[src/rtl/pc_sequencer_if.sv]
// Fetch/execute bus between the PC sequencer, instruction memory and datapath.
// The master modport is the sequencer side.
interface pc_sequencer_if;
  logic        imem_req;
  logic [31:0] imem_addr;
  logic        imem_ack;
  logic [31:0] imem_rdata;
  logic [31:0] instr;
  logic        instr_valid;
  logic        exec_done;
  logic        branch_taken;
  logic [31:0] branch_offset;
  logic        jump;
  logic [25:0] jump_target;
  logic        jr;
  logic [31:0] jr_addr;
  logic [31:0] pc_out;
  logic [31:0] pc_plus4;
  logic        err;

  modport master (
    output imem_req, imem_addr, instr, instr_valid, pc_out, pc_plus4, err,
    input  imem_ack, imem_rdata, exec_done, branch_taken, branch_offset,
           jump, jump_target, jr, jr_addr
  );

  modport slave (
    input  imem_req, imem_addr, instr, instr_valid, pc_out, pc_plus4, err,
    output imem_ack, imem_rdata, exec_done, branch_taken, branch_offset,
           jump, jump_target, jr, jr_addr
  );
endinterface

[src/rtl/pc_sequencer.sv]
// Program counter owner for the MIPS core: fetches over req/ack, holds the
// instruction during execution, selects the next PC, and stops on errors.
module pc_sequencer #(
    parameter logic [31:0] RESET_PC = 32'h0000_0000,
    parameter int unsigned MAX_WAIT = 15
) (
    input logic           clk,
    input logic           reset,
    pc_sequencer_if.master bus
);

    typedef enum logic [1:0] {
        IDLE,
        FETCH,
        EXEC,
        ERROR
    } state_t;

    localparam logic [7:0] WAIT_LAST = 8'(MAX_WAIT - 1);

    state_t      state_q, state_d;
    logic [31:0] pc_q, pc_d;
    logic [31:0] instr_q, instr_d;
    logic [7:0]  wait_q, wait_d;
    logic [31:0] pc_plus4;
    logic [31:0] next_pc;

    // Priority jr > jump > branch > sequential; all sums wrap modulo 2^32.
    always_comb begin
        pc_plus4 = pc_q + 32'd4;
        if (bus.jr) begin
            next_pc = bus.jr_addr;
        end else if (bus.jump) begin
            next_pc = {pc_plus4[31:28], bus.jump_target, 2'b00};
        end else if (bus.branch_taken) begin
            next_pc = pc_plus4 + {bus.branch_offset[29:0], 2'b00};
        end else begin
            next_pc = pc_plus4;
        end
    end

    always_ff @(posedge clk or negedge reset) begin
        if (!reset) begin
            state_q <= IDLE;
            pc_q    <= RESET_PC;
            instr_q <= '0;
            wait_q  <= '0;
        end else begin
            state_q <= state_d;
            pc_q    <= pc_d;
            instr_q <= instr_d;
            wait_q  <= wait_d;
        end
    end

    always_comb begin
        state_d         = state_q;
        pc_d            = pc_q;
        instr_d         = instr_q;
        wait_d          = wait_q;
        bus.imem_req    = 1'b0;
        bus.instr_valid = 1'b0;
        bus.err         = 1'b0;
        case (state_q)
            IDLE: begin
                state_d = FETCH;
                wait_d  = '0;
            end
            FETCH: begin
                bus.imem_req = 1'b1;
                if (bus.imem_ack) begin
                    instr_d = bus.imem_rdata;
                    state_d = EXEC;
                end else if (wait_q == WAIT_LAST) begin
                    state_d = ERROR;
                end else begin
                    wait_d = wait_q + 8'd1;
                end
            end
            EXEC: begin
                bus.instr_valid = 1'b1;
                if (bus.exec_done) begin
                    // A misaligned target leaves the PC pointing at the faulting instruction.
                    if (next_pc[1:0] != 2'b00) begin
                        state_d = ERROR;
                    end else begin
                        pc_d    = next_pc;
                        wait_d  = '0;
                        state_d = FETCH;
                    end
                end
            end
            ERROR: begin
                bus.err = 1'b1;
            end
            default: begin
                state_d = ERROR;
            end
        endcase
    end

    assign bus.imem_addr = pc_q;
    assign bus.pc_out    = pc_q;
    assign bus.pc_plus4  = pc_plus4;
    assign bus.instr     = instr_q;

endmodule

[src/flat_wrapper.sv]
// flat-port wrapper written by rule: the top's interface ports become plain ports
module pc_sequencer_flat 
#(
    parameter logic [31:0] RESET_PC = 32'h0000_0000,
    parameter int unsigned MAX_WAIT = 15
)
  (clk, reset, bus_imem_req, bus_imem_addr, bus_instr, bus_instr_valid, bus_pc_out, bus_pc_plus4, bus_err, bus_imem_ack, bus_imem_rdata, bus_exec_done, bus_branch_taken, bus_branch_offset, bus_jump, bus_jump_target, bus_jr, bus_jr_addr);
  pc_sequencer_if bus_i ();
  input logic clk;
  input logic reset;
  output wire logic [$bits(bus_i.imem_req)-1:0] bus_imem_req;
  output wire logic [$bits(bus_i.imem_addr)-1:0] bus_imem_addr;
  output wire logic [$bits(bus_i.instr)-1:0] bus_instr;
  output wire logic [$bits(bus_i.instr_valid)-1:0] bus_instr_valid;
  output wire logic [$bits(bus_i.pc_out)-1:0] bus_pc_out;
  output wire logic [$bits(bus_i.pc_plus4)-1:0] bus_pc_plus4;
  output wire logic [$bits(bus_i.err)-1:0] bus_err;
  input wire logic [$bits(bus_i.imem_ack)-1:0] bus_imem_ack;
  input wire logic [$bits(bus_i.imem_rdata)-1:0] bus_imem_rdata;
  input wire logic [$bits(bus_i.exec_done)-1:0] bus_exec_done;
  input wire logic [$bits(bus_i.branch_taken)-1:0] bus_branch_taken;
  input wire logic [$bits(bus_i.branch_offset)-1:0] bus_branch_offset;
  input wire logic [$bits(bus_i.jump)-1:0] bus_jump;
  input wire logic [$bits(bus_i.jump_target)-1:0] bus_jump_target;
  input wire logic [$bits(bus_i.jr)-1:0] bus_jr;
  input wire logic [$bits(bus_i.jr_addr)-1:0] bus_jr_addr;
  assign bus_imem_req = bus_i.imem_req;
  assign bus_imem_addr = bus_i.imem_addr;
  assign bus_instr = bus_i.instr;
  assign bus_instr_valid = bus_i.instr_valid;
  assign bus_pc_out = bus_i.pc_out;
  assign bus_pc_plus4 = bus_i.pc_plus4;
  assign bus_err = bus_i.err;
  assign bus_i.imem_ack = bus_imem_ack;
  assign bus_i.imem_rdata = bus_imem_rdata;
  assign bus_i.exec_done = bus_exec_done;
  assign bus_i.branch_taken = bus_branch_taken;
  assign bus_i.branch_offset = bus_branch_offset;
  assign bus_i.jump = bus_jump;
  assign bus_i.jump_target = bus_jump_target;
  assign bus_i.jr = bus_jr;
  assign bus_i.jr_addr = bus_jr_addr;
  pc_sequencer #(.RESET_PC(RESET_PC), .MAX_WAIT(MAX_WAIT)) u_core (.clk(clk), .reset(reset), .bus(bus_i));
endmodule
[config.mk]
export PLATFORM = sky130hd
export DESIGN_NAME = pc_sequencer_flat
export DESIGN_NICKNAME = d
export VERILOG_FILES = /design/src/rtl/pc_sequencer_if.sv /design/src/rtl/pc_sequencer.sv /design/src/flat_wrapper.sv
export SDC_FILE = /design/constraint.sdc
export NUM_CORES = 1
export LEC_CHECK = 0
export BUFFER_PORTS_ARGS = -buffer_cell sky130_fd_sc_hd__buf_2
export CAP_MARGIN = 20
export CORE_ASPECT_RATIO = 1.5
export CORE_MARGIN = 1.5
export CORE_UTILIZATION = 45
export DETAILED_ROUTE_END_ITERATION = 7
export PLACE_DENSITY = 0.79
export SLEW_MARGIN = 20
export SYNTH_ARGS = -nofsm -noshare
export SYNTH_HDL_FRONTEND = slang
export SYNTH_SLANG_ARGS = --single-unit
[constraint.sdc]
create_clock -name clk -period 3.17 [get_ports clk]
set_input_delay 0.1585 -clock clk [delete_from_list [all_inputs] [get_ports clk]]
set_output_delay 0.1585 -clock clk [all_outputs]
set_load 0.03 [all_outputs]
==> flow_summary.ini <==
[setup_path]
crit_chain = nand3_4 -> or2_4 -> nor2_4 -> nand4_1 -> xnor2_4 -> ha_4 -> a21oi_4 -> o211ai_1 -> a221oi_4 -> a21boi_2 -> xor2_1 -> o211a_1 -> o41ai_2
worstPathArrival_ns = 3.54
max_stage_delay_ns = 0.39
crit_buf_inv = 0
worstPathMaxFanout = 3
critPathLaunchType = register
crit_type = register to register
end_kind = register
cp.required_ns = 3.41
path_delay_family = compound AO/OA/AOI/OAI gates
slowest_stage = dfrtp_2

[yosys]
synth-seq-cells = 74
seq_area_frac_synth_pct = 29.7
synth-main-ff-cell = dfrtp_1
synth_area_um2 = 6240
async_flop_share_pct = 100
synth_cell_types = 79
synth_edf_count = 0
synth_common_cells = 74 x dfrtp_1, 65 x nand2_1, 61 x nor2_1
syn_inst = 721
synth_top_cell_by_area = dfrtp_1
synth_fp_nets = 893
synth_top_area_share_pct = 29.7
yosysMostFrequentCell = dfrtp_1
synth_area_per_cell_um2 = 8.66
synth_warnings = 0
synth.area.top_cells = dfrtp_1 30%, ha_1 8.4%, mux2_2 6.0%, a21oi_1 4.8%, buf_4 4.1%

[floorplan]
start_util_pct = 46.1
io_pins = 260
dieArea_um2 = 14600
core_region_area_um2 = 13500
die_x_um = 99.2
row_count = 52
fp.dieH_um = 147

[routing]
final_antenna_net_count = 0
vias = 7127
via_per_inst = 5.90
drcViolationCount = 0
routedWlPerCell_um = 20.2
drt-total-wl_um = 24500
drtIter0Drc = 477
dr.pass1.iters = 7

[status]
status = finished with violations
violations = setup timing

[clock_network]
cts.sink_count = 74
cts_root_buf = clkbuf_16
h-tree-depth = 3
clkTransAtPathRegs_ns = 0.07
cts_buffers = 9
cts_buffer_depth = 2
clock_latency_ns = 0.34
cts_tree = done

[power]
cellPowerDensity_nw_per_um2 = 1080
p_leak_nw = 4.64
irDropWorstVdd_v = 0.000648

[flow_run]
drv_cap = 0

[global_routing]
antenna_found_initial = 0
first_global_vias = 7172
globalRouteTotalUtil_pct = 31.1
grt_start_max_net_pins = 75
grt_pass1_wl_um = 35300
overflow = 0

[placement]
gp_congestion = 0.970
pre_cts_ws_ns = -0.115
placed_cells = 1169
io_buffers = 257
dp_hpwl_um = 17700

[cells_and_area]
post_route_cells_drive_above_1_share_pct = 54.3
n_antenna_cell = 0
syn2layout_area_growth_pct = 53.8
fin_cells = 1208
nNetsFinal = 1213

[timing]
slew_violations = 0
setup-violations-final = 8
hold_viol = 0
timing.final.crit_share_pct = 104
period_needed_ns = 3.30
fin_skew_ns = 0.00725
fmaxAchievable_mhz = 303
worst_slew_pin_slew_ns = 0.509
relSlewSlack_pct = 66.1
grt_setup_unrepaired = true
worst_slack_ns = -0.129

[min_path]
min-delay-path-class = primary input to register
-- metal layers --
layer / GRT usage (%) / up-vias / wire length (um)
met5: 0 / - / 0
met4: 18.9 / 0 / 1660
met3: 5.28 / 128 / 1970
met2: 57.1 / 414 / 12600
met1: 32.7 / 3368 / 8220
li1: - / 3217 / -
-- cell type report --
cell class                      count  area (um^2)
Multi-Input combinational cell    562         4910
Fill cell                        1020         3940
Timing Repair Buffer              373         2220
Sequential cell                    74         1880
Clock buffer                        9          225
Tap cell                          162          203
Clock inverter                      7         82.6
Inverter                           21         78.8
-- logic make-up after synthesis --
logic type,Yosys count,synth area share (%)
AND/OR/NAND/NOR,227,17.8
AO/OA/AOI/OAI,198,21.6
buffers and inverters,85,7.38
flip-flops,74,29.7
XOR/XNOR,53,7.56
adder cells (fa/ha/maj),43,8.74
multiplexers,41,7.24
-- worst reg2reg max path, delay by kind of cell, from the launching register on --
family                     cells  cell delay, ns
AOI/OAI and AO/OA              6            1.37
and+or+nand+nor                4            0.79
xor gates and xnor gates       2            0.40
DFF                            1            0.39
adders and majority gates      1            0.25
-- what timing repair did --
action,CTS,global route
pin swaps,1,59
hold endpoints to repair,0,20
gates resized for setup,16,64
hold buffers,0,1
buffers inserted,6,17
setup endpoints to repair,15,16
-- final timing paths --
path	startpoint	endpoint	slack [ns]	depth (start not counted)
min in group asynchronous	reset	u_core.bus.instr[12]	0.27	2
setup / recovery	u_core.bus.imem_addr[13]	u_core.bus.imem_addr[23]	-0.13	13
hold reg to reg	u_core.bus.instr[0]	u_core.bus.instr[0]	0.50	1
max in group asynchronous	reset	u_core.bus.imem_addr[18]	2.29	3
setup reg to reg	u_core.bus.imem_addr[13]	u_core.bus.imem_addr[23]	-0.13	13
hold / removal	bus_imem_rdata[5]	u_core.bus.instr[5]	0.04	2
-- flip-flops by register name, summed over array words and instances, names as in the netlist --
| name | cells |
|---|---|
| u_core.bus.instr | 32 |
| u_core.wait_q | 8 |
| u_core.bus.imem_addr | 32 |
| u_core.state_q | 2 |
-- where the power goes --
part,leakage [nW],internal [mW],switching (mW),total (mW)
sequential,0.886,1.38,0.353,1.73
combinational,3.61,3.07,4.52,7.59
clock,0.145,0.625,0.469,1.09
-- stage by stage --
stage	hold WS (ns)	cell area (um^2)	utilization (%)	setup TNS, ns	total power [mW]
2_1_floorplan	-0.137	6860	-	-0.959	6.57
4_1_cts	0.0230	9120	67.4	0	9.82
5_1_grt	0.0362	9600	70.9	-2.06	10.9
3_3_place_gp	0.378	8680	64.1	-0.0469	8.40
6_report	0.0449	9600	70.9	-0.601	10.4
3_5_place_dp	0.381	8680	64.1	-0.495	8.55
-- cells in the final DEF, fill, tap and decap left out, types with 13 or more instances in the layout --
master | netlist | routed
nor2_1 | 61 | 57
nand4_1 | 14 | 14
dfrtp_2 | 0 | 19
inv_1 | 20 | 20
a21oi_1 | 60 | 50
ha_4 | 0 | 20
nand2_1 | 65 | 56
nand3_1 | 26 | 17
o21ai_0 | 38 | 33
ha_1 | 42 | 19
buf_4 | 34 | 110
buf_2 | 4 | 256
xor2_1 | 23 | 17
xnor2_4 | 0 | 13
mux2_2 | 33 | 33
dfrtp_1 | 74 | 55
No activity file was read; power rests on OpenSTA's default activity.
